[src/rtl/key_mode_sel.sv]
// Button front end for the LED blinker: synchronise, debounce, short press steps
// the blink mode, long hold forces mode 0; mode is mapped to led_en and cnt_max.
module key_mode_sel #(
    parameter logic [19:0] DB_MAX   = 20'd999999,
    parameter logic [26:0] LONG_MAX = 27'd99999999,
    parameter logic [24:0] CNT_M1   = 25'd24999999,
    parameter logic [24:0] CNT_M2   = 25'd12499999,
    parameter logic [24:0] CNT_M3   = 25'd2499999
) (
    input  logic        clk50m,
    input  logic        rst,
    input  logic        key_n,
    output logic        press_pulse,
    output logic        long_pulse,
    output logic [1:0]  mode,
    output logic        led_en,
    output logic [24:0] cnt_max
);

    localparam logic [1:0] IDLE         = 2'd0;
    localparam logic [1:0] PRESS_WAIT   = 2'd1;
    localparam logic [1:0] PRESSED      = 2'd2;
    localparam logic [1:0] RELEASE_WAIT = 2'd3;

    logic [1:0]  sync_reg;
    logic        ks;
    logic [1:0]  state_reg, state_next;
    logic [19:0] db_reg, db_next;
    logic [26:0] hold_reg, hold_next;
    logic [1:0]  mode_reg, mode_next;
    logic        press_reg, press_next;
    logic        long_reg, long_next;
    logic        led_en_reg, led_en_next;
    logic [24:0] cnt_max_reg, cnt_max_next;

    // Two-flop synchroniser; both stages idle high (button released).
    genvar gi;
    generate
        for (gi = 0; gi < 2; gi++) begin : g_sync
            always_ff @(posedge clk50m or posedge rst) begin
                if (rst)
                    sync_reg[gi] <= 1'b1;
                else if (gi == 0)
                    sync_reg[gi] <= key_n;
                else
                    sync_reg[gi] <= sync_reg[gi-1];
            end
        end
    endgenerate

    assign ks = sync_reg[1];

    always_comb begin
        state_next = state_reg;
        db_next    = db_reg;
        hold_next  = hold_reg;
        mode_next  = mode_reg;
        press_next = 1'b0;
        long_next  = 1'b0;
        case (state_reg)
            IDLE: begin
                if (!ks) begin
                    state_next = PRESS_WAIT;
                    db_next    = '0;
                end
            end
            PRESS_WAIT: begin
                if (ks) begin
                    state_next = IDLE;
                    db_next    = '0;
                end else if (db_reg == DB_MAX) begin
                    state_next = PRESSED;
                    press_next = 1'b1;
                    hold_next  = '0;
                    mode_next  = mode_reg + 2'd1;
                end else begin
                    db_next = db_reg + 20'd1;
                end
            end
            PRESSED: begin
                if (ks) begin
                    state_next = RELEASE_WAIT;
                    db_next    = '0;
                end else if (hold_reg != LONG_MAX) begin
                    // Saturation at LONG_MAX guarantees a single long strobe per hold.
                    hold_next = hold_reg + 27'd1;
                    if (hold_reg == LONG_MAX - 27'd1) begin
                        long_next = 1'b1;
                        mode_next = 2'd0;
                    end
                end
            end
            RELEASE_WAIT: begin
                if (!ks)
                    state_next = PRESSED;
                else if (db_reg == DB_MAX)
                    state_next = IDLE;
                else
                    db_next = db_reg + 20'd1;
            end
            default: begin
                state_next = IDLE;
                db_next    = '0;
            end
        endcase
    end

    always_comb begin
        led_en_next  = (mode_next != 2'd0);
        cnt_max_next = CNT_M1;
        case (mode_next)
            2'd2:    cnt_max_next = CNT_M2;
            2'd3:    cnt_max_next = CNT_M3;
            default: cnt_max_next = CNT_M1;
        endcase
    end

    always_ff @(posedge clk50m or posedge rst) begin
        if (rst) begin
            state_reg   <= IDLE;
            db_reg      <= '0;
            hold_reg    <= '0;
            mode_reg    <= 2'd0;
            press_reg   <= 1'b0;
            long_reg    <= 1'b0;
            led_en_reg  <= 1'b0;
            cnt_max_reg <= CNT_M1;
        end else begin
            state_reg   <= state_next;
            db_reg      <= db_next;
            hold_reg    <= hold_next;
            mode_reg    <= mode_next;
            press_reg   <= press_next;
            long_reg    <= long_next;
            led_en_reg  <= led_en_next;
            cnt_max_reg <= cnt_max_next;
        end
    end

    assign press_pulse = press_reg;
    assign long_pulse  = long_reg;
    assign mode        = mode_reg;
    assign led_en      = led_en_reg;
    assign cnt_max     = cnt_max_reg;

endmodule

[config.mk]
export PLATFORM = sky130hd
export DESIGN_NAME = key_mode_sel
export DESIGN_NICKNAME = d
export VERILOG_FILES = /design/src/rtl/key_mode_sel.sv
export SDC_FILE = /design/constraint.sdc
export NUM_CORES = 1
export LEC_CHECK = 0
export ABC_AREA = 0
export CORE_MARGIN = 5
export CORE_UTILIZATION = 40
export CTS_CLUSTER_SIZE = 25
export DETAILED_ROUTE_END_ITERATION = 8
export SYNTH_ARGS = -nofsm -noshare
export SYNTH_HDL_FRONTEND = slang
export SYNTH_SLANG_ARGS = --single-unit
[constraint.sdc]
create_clock -name clk50m -period 6 [get_ports clk50m]
set_input_delay 1.2 -clock clk50m [delete_from_list [all_inputs] [get_ports clk50m]]
set_output_delay 1.2 -clock clk50m [all_outputs]
set_load 0.02 [all_outputs]
# --- After elaboration in Yosys (flattened, before gate mapping) ---
# Index checks and enable logic that the tools add are counted.
classes:
  add_sub_neg: 3
  mul: 0
  div_mod_pow: 0
  magnitude_cmp: 0
  eq_ne: 17
  shifts: 0
  n_mux: 32
  n_bitwise: 0
  n_reduce_logical: 6
op_table:
  columns: ["cell", "n"]
  rows:
  - ["$mux 27", 4]
  - ["$mux 20", 5]
  - ["$pmux 20 s4", 1]
  - ["$pmux 27 s2", 1]
  - ["$pmux 25 s2", 1]
  - ["$add 27x1->27 const B", 1]
  - ["$eq 27x27->1 const B", 1]
  - ["$ne 27x27->1 const B", 1]
  - ["$mux 2", 11]
  - ["$add 20x1->20 const B", 1]
  - ["$eq 20x20->1 const B", 1]
  - ["$ne 2x2->1 const B", 7]
  - ["$eq 2x2->1 const B", 4]
  - ["$pmux 2 s4", 1]
  - ["$mux 1", 7]
  - ["$ne 3x3->1 const B", 2]
  - ["$reduce_and 5->1", 1]
  - ["$pmux 2 s2", 1]
  - ["$reduce_and 4->1", 1]
  - ["$reduce_bool 2->1", 2]
  - ["$reduce_and 3->1", 1]
  - ["$add 2x1->2 const B", 1]
  - ["$eq 2x1->1 const B", 1]
  - ["$logic_not 2->1", 1]
word_totals:
  regBits: 81
  latchBits: 0
  ram_bits: 0
  rom_bits: 0
  input_bits: 3
  output_inout_bits: 30
  wordCells: 68
  n_memories: 0

# --- Longest topological paths before layout ---
# Gate-level depths: netlist of run 1.
depth:
  depth_word: 7
  ltp_mapped: 10

# --- Worst setup path after synthesis of run 1 ---
# No wires, ideal clock.
synth_path:
  path_type: "flip-flop to flip-flop"
  start: "reg db_reg[8]"
  end: "reg cnt_max_reg[23] (netlist: cnt_max[23])"
  setup_ns: 0.096
  t_arrival_ns: 2.174
  setup_slack_ns: 3.730
  stages_incl_launch_ff: 7
  n_path_buf: 1
  synth_period_minus_slack_ns: 2.270
  path_cell_list: "dfrtp_1 > or4b_1 > or3_1 > buf_6 > or3_4 > o21a_4 > nor4_2"
synth_between:
  elab_chain_cells: 6
synth_lines:
  columns: ["element", "line_no", "text"]
  rows:
  - ["start: declaration", "28", "logic [19:0] db_reg, db_next;"]
  - ["start signal: assignment", "130", "db_reg <= db_next;"]
  - ["$eq 20x20->1 (*)", "71", "end else if (db_reg == DB_MAX) begin"]
  - ["$mux 2 (*)", "71", null]
  - ["$mux 2 (*)", "68", "if (ks) begin"]
  - ["$pmux 2 s2 (*)", "60", "case (state_reg)"]
  - ["$eq 2x2->1", "111", "case (mode_next)"]
  - ["$pmux 25 s2 (*)", "111", null]
  - ["end signal: assignment", "136", "cnt_max_reg <= cnt_max_next;"]
  - ["end: declaration", "34", "logic [24:0] cnt_max_reg, cnt_max_next;"]
# Mark *: on every way between the ends. The rest lies on a longest branch, timed or not.
# A chain may end at the register's enable or synchronous reset.

# --- Final worst setup path of run 1 ---
layout_path:
  start: "reg hold_reg[0]"
  end: "reg hold_reg[3]"
layout_between:
  elab_chain_cells: 4
layout_lines:
  columns: ["element", "line_no", "text"]
  rows:
  - ["start: declaration", "29", "logic [26:0] hold_reg, hold_next;"]
  - ["start signal: assignment", "131", "hold_reg <= hold_next;"]
  - ["$add 27x1->27", "86", "hold_next = hold_reg + 27'd1;"]
  - ["$mux 27", "84", "end else if (hold_reg != LONG_MAX) begin"]
  - ["$mux 27", "81", "if (ks) begin"]
  - ["$pmux 27 s2", "60", null]
# Parallel ways exist; a longest one is shown, timed or not. The select of a mux whose other input is x is not followed.

==> results.toml, run 1 <==
[outcome]
status = "finished, final reports clean"

[synth]
ys.flop_type = "dfrtp_1"
synthArstFlopShare = 1.000
yosysWarnings = 0
postSynthCellCount = 407
syn_area_sq_mm = 0.003712
synth-seq-area-share = 0.4125
ys_seq_elements = 61
synth_cell_types = 60
avgSynthCellArea_sq_um = 9.121
synth_edf_count = 0

[clock_network]
postCtsSetupRepairBufs = 0
worstSkewPairLatency_ns = 0.34
ctsHoldBuffers = 0
tritoncts = "yes"
h-tree-depth = 3
clockBufferDepth = 2
cts.sinks = 61
cts_made_buffers = 9
post_cts_resize_count = 0
clk_pin_slew_ns = 0.07
root_buffer = "clkbuf_8"

[worst_setup_path]
r2r_slack_ns = 3.22
startpoint = "hold_reg[0]"
slowest_delay_ns = 0.69
worst_r2r_endpoint = "hold_reg[3]"
cp_max_fo = 14
crit_path_end_kind = "register"
reg2reg_from = "hold_reg[0]"
cp_num_buf_inv = 1
crit_type = "reg2reg"
worstRegToRegCells = 7
required_ns = 6.22
cp-start-kind = "register"
crit_chain = "ha_1 > nand3_1 > or2_2 > o41ai_4 > buf_4 > nor3b_1 > a311o_1"
critical_path.top_delay_family = "compound AO/OA/AOI/OAI gates"
crit_arrival_ns = 2.99
cp_slowest_cell = "o41ai_4"

[timing]
setup_tns_ns = 0
skew_ns = 0.01190
worst_pin_slew_ns = 0.8761
drv_slew = 0
rsz0062_at_grt = "false"
layout_min_cycle_time_ns = 2.776
hold_violations = 0
fmaxAchievable_ghz = 0.3602
slew-limit-headroom = 0.4083
setup_viol = 0
fin_crit_sh = 0.4627
setup_ws_ns = 3.224

[placement]
gp_congestion = 0.8539
io_buffer_count = 22
dpl.hpwl_um = 5633
dpl_worst_slack_ns = 3.268
place_inst = 512

[routing]
wl_um = 8294
viasPerCell = 5.813
ant_nets = 0
vias = 3069
drtIter0Drc = 168
wl_per_cell_um = 15.71
dr.pass1.iters = 4
route.detailed.drc = 0

[die]
die_w_um = 106.3
rows = 35
dieArea_sq_mm = 0.01131
start_util = 0.4056
pin_count = 33
core_area_sq_mm = 0.009153
die_y_um = 106.3

[min_path]
holdPathEnd = "ks"
min_from = "sync_reg[0]"
hold_path_class = "reg2reg"
hold_path_depth = 0

[power_and_ir_drop]
powerDensity_mw_per_mm2 = 314.6
power_w = 0.001298
leakagePower_nw = 1.652
ir_drop_uv = 133.9

[global_routing]
use_met3 = 0.02854
grt_pass1_wl_um = 14230
grt_max_degree = 62
grtUsageTotal = 0.1550
antenna_found_initial = 0
grt_pass1_vias = 2876
top_usage_layer = "met2"
grtUsageMet2 = 0.2312
overflow = 0
use_met1 = 0.2200

[finish]
layout-drive-gt1-share = 0.1031
final_util = 0.4507
fin_cells = 528
layout_commonest_cell = "dfrtp_1"
final_cell_mix = "dfrtp_1 (57), nand2_1 (42), o31ai_1 (30)"
syn2layout_area_growth_pct = 11.12
diodes = 0
largest_reg_flops = 27
nNetsFinal = 422

[job]
drv_cap = 0
## logic make-up (layout without fill, tap and decap cells)
family,count (synthesis),in the layout,synth area share
flip-flops,61,61,0.4125
AND/OR/NAND/NOR,170,170,0.2595
buffers and inverters,56,58,0.07987
AO/OA/AOI/OAI,97,97,0.1854
other,2,10,0.002023
XOR/XNOR,2,2,0.004719
adder cells (fa/ha/maj),7,7,0.02359
multiplexers,12,12,0.03236
## power breakdown
group | internal [W] | switching [W] | leakage, nW | total (W)
clock | 0.000243 | 0.000161 | 0.113 | 0.000404
sequential | 0.000436 | 0.0000328 | 0.830 | 0.000469
combinational | 0.000139 | 0.000286 | 0.710 | 0.000425
## final cells by class
class / instances / area (sq um)
Clock buffer: 11 / 141.4
Clock inverter: 5 / 75.07
Fill cell: 853 / 5027
Inverter: 14 / 52.55
Multi-Input combinational cell: 298 / 1921
Sequential cell: 61 / 1531
Tap cell: 111 / 138.9
Timing Repair Buffer: 28 / 265.3
## per-stage QoR
step | hold slack [ns] | cell area, sq um
6_report | 0.3645 | 4125
4_1_cts | 0.3658 | 4125
5_1_grt | 0.3787 | 4125
3_3_place_gp | 0.3484 | 3909
2_1_floorplan | 0.3452 | 3742
3_5_place_dp | 0.3555 | 3909
## synth_stat cells, types with 7 or more instances
library cell   n  area share
a21oi_1       17       0.023
a31oi_1        7       0.012
and3_1         7       0.012
buf_4         20       0.040
clkbuf_1      18       0.018
dfrtp_1       57        0.38
ha_1           7       0.024
inv_1         14       0.014
mux2i_1       12       0.032
nand2_1       42       0.042
nand2b_1       9       0.015
nand3_1       18       0.024
nand4_1       11       0.019
nor2_1        15       0.015
nor3_1         9       0.012
nor4_1        13       0.022
o21ai_0       17       0.023
o31ai_1       30       0.061
## per-layer routing
layer / part of all wire / wire (um)
met3: 0.039 / 322
met5: 0 / 0
met2: 0.45 / 3736
met4: 0.014 / 113
met1: 0.50 / 4121
## worst max path at each step
stage                     cells past startpoint                          to  slack, ns
after floorplan                               1  asynchronous set/reset pin       3.29
after global placement                        6                 hold_reg[3]       3.31
after detailed placement                      6                 hold_reg[3]       3.27
after CTS                                     7                 hold_reg[3]       3.24
after global routing                          7                 hold_reg[3]       3.07
final                                         7                 hold_reg[3]       3.22
Power figures use the tool's default switching activity.
==> run 2, diff against run 1 <==
==> constraint.sdc (replaced) <==
create_clock -name clk50m -period 2.6 [get_ports clk50m]
set_input_delay 0.52 -clock clk50m [delete_from_list [all_inputs] [get_ports clk50m]]
set_output_delay 0.52 -clock clk50m [all_outputs]
set_load 0.02 [all_outputs]
==> run 2 against run 1 <==
  * Count of clock-buffer cells in the layout fell by 1
  * Via count rose by 1.7%
  * Final area rose by 2.7%
  * Sequential cell count did not move
  * Register-to-register slack got worse by 3.0 ns
  * First-iteration DRC count fell by 24%
  * Critical endpoint is now cnt_max[23]
==> results.toml, run 2 (synthesis results as in run 1) <==
[outcome]
status = "finished, final reports clean"

[job]
drv_cap = 0

[die]
pin_count = 33
die_y_um = 106.3
die_w_um = 106.3
rows = 35
dieArea_sq_mm = 0.01131
start_util = 0.4056
core_area_sq_mm = 0.009153

[timing]
fin_crit_sh = 0.9185
skew_ns = 0.009380
setup_ws_ns = 0.2120
slew-limit-headroom = 0.5766
rsz0062_at_grt = "false"
worst_pin_slew_ns = 0.6302
hold_violations = 0
drv_slew = 0
fmaxAchievable_ghz = 0.4188
setup_tns_ns = 0
setup_viol = 0
layout_min_cycle_time_ns = 2.388

[power_and_ir_drop]
powerDensity_mw_per_mm2 = 711.8
ir_drop_uv = 253.9
leakagePower_nw = 1.716

[global_routing]
grtUsageTotal = 0.1557
grt_pass1_wl_um = 14430
grt_max_degree = 62
grt_pass1_vias = 2924
antenna_found_initial = 0
overflow = 0

[placement]
gp_congestion = 0.7979
io_buffer_count = 22
dpl.hpwl_um = 5933
dpl_worst_slack_ns = 0.2125

[clock_network]
cts.sinks = 61
tritoncts = "yes"
cts_made_buffers = 9
ctsHoldBuffers = 0
worstSkewPairLatency_ns = 0.35
clk_pin_slew_ns = 0.08
root_buffer = "clkbuf_8"
clockBufferDepth = 2
h-tree-depth = 3
postCtsSetupRepairBufs = 0
post_cts_resize_count = 0

[routing]
vias = 3122
drtIter0Drc = 128
route.detailed.drc = 0
wl_um = 8460
viasPerCell = 5.750
ant_nets = 0
wl_per_cell_um = 15.58
dr.pass1.iters = 4

[finish]
final_cell_mix = "dfrtp_1 (57), nand2_1 (42), o31ai_1 (30)"
fillCellCount = 866
layout_commonest_cell = "dfrtp_1"
nNetsFinal = 437
layout-drive-gt1-share = 0.1343
largest_reg_flops = 27
diodes = 0
syn2layout_area_growth_pct = 14.16

[worst_setup_path]
crit_arrival_ns = 2.65
cp-start-kind = "register"
cp_max_fo = 8
crit_type = "reg2reg"
required_ns = 2.86
crit_path_end_kind = "register"

[min_path]
hold_path_class = "reg2reg"
## run 2: cell types whose count changed in the layout (fill, tap and decap cells not counted)
cell	delta
buf_4	+13
clkinvlp_4	+2
clkinv_4	+1
buf_12	+2
clkinv_2	-1
bufinv_16	-1
clkbuf_8	-1
## run 2: path summary, 6_finish.rpt
kind	start	to	slack [ns]	cells after the start
hold / removal	sync_reg[0]	ks	0.36	0
setup / recovery	db_reg[8]	cnt_max[23]	0.21	5
hold reg to reg	sync_reg[0]	ks	0.36	0
min in group asynchronous	rst	hold_reg[24]	0.55	3
max in group asynchronous	rst	cnt_max[20]	1.74	3
setup reg to reg	db_reg[8]	cnt_max[23]	0.21	5
## run 2: routing by layer
| layer | vias to the layer above | global-route usage | routed length (um) |
|---|---|---|---|
| met4 | 0 | 0.04903 | 131 |
| met2 | 62 | 0.2498 | 3886 |
| met5 | - | 0 | 0 |
| met1 | 1509 | 0.2103 | 4139 |
| li1 | 1536 | - | - |
| met3 | 15 | 0.03279 | 302 |
## run 2: critical path, cell delays in order, from the launching register on
cell     delay [ns]
dfrtp_1        0.43
or4b_1         0.52
or3_1          0.46
or3_4          0.44
o21a_4         0.22
nor4_2         0.25
## run 2: cell type report
type / count / area (sq um) / area share
clock inverters: 6 / 63.81 / 0.01506
clock buffers: 10 / 127.6 / 0.03012
inverters: 14 / 52.55 / 0.01240
flip-flops and latches: 61 / 1531 / 0.3614
well taps: 111 / 138.9 / 0.03277
multi-input cells: 298 / 1921 / 0.4532
repair buffers: 43 / 402.9 / 0.09507
## run 2: report_power, final
part,internal (W),total (W),switching [W]
Combinational,0.000411,0.00111,0.000696
Sequential,0.00101,0.00108,0.0000715
Clock,0.000441,0.000833,0.000392
Total,0.00186,0.00302,0.00116
## run 2: metrics by stage
step / instances / total power, W / hold WS (ns) / util / cell area [sq um]
after floorplan: 415 / 0.001845 / 0.3452 / - / 3742
after global placement: 527 / 0.002183 / 0.3471 / 0.4421 / 4046
after detailed placement: 527 / 0.002195 / 0.3472 / 0.4421 / 4046
after CTS: 543 / 0.003038 / 0.3576 / 0.4630 / 4238
after global routing: 543 / 0.003231 / 0.3595 / 0.4630 / 4238
final: 543 / 0.003017 / 0.3568 / 0.4630 / 4238
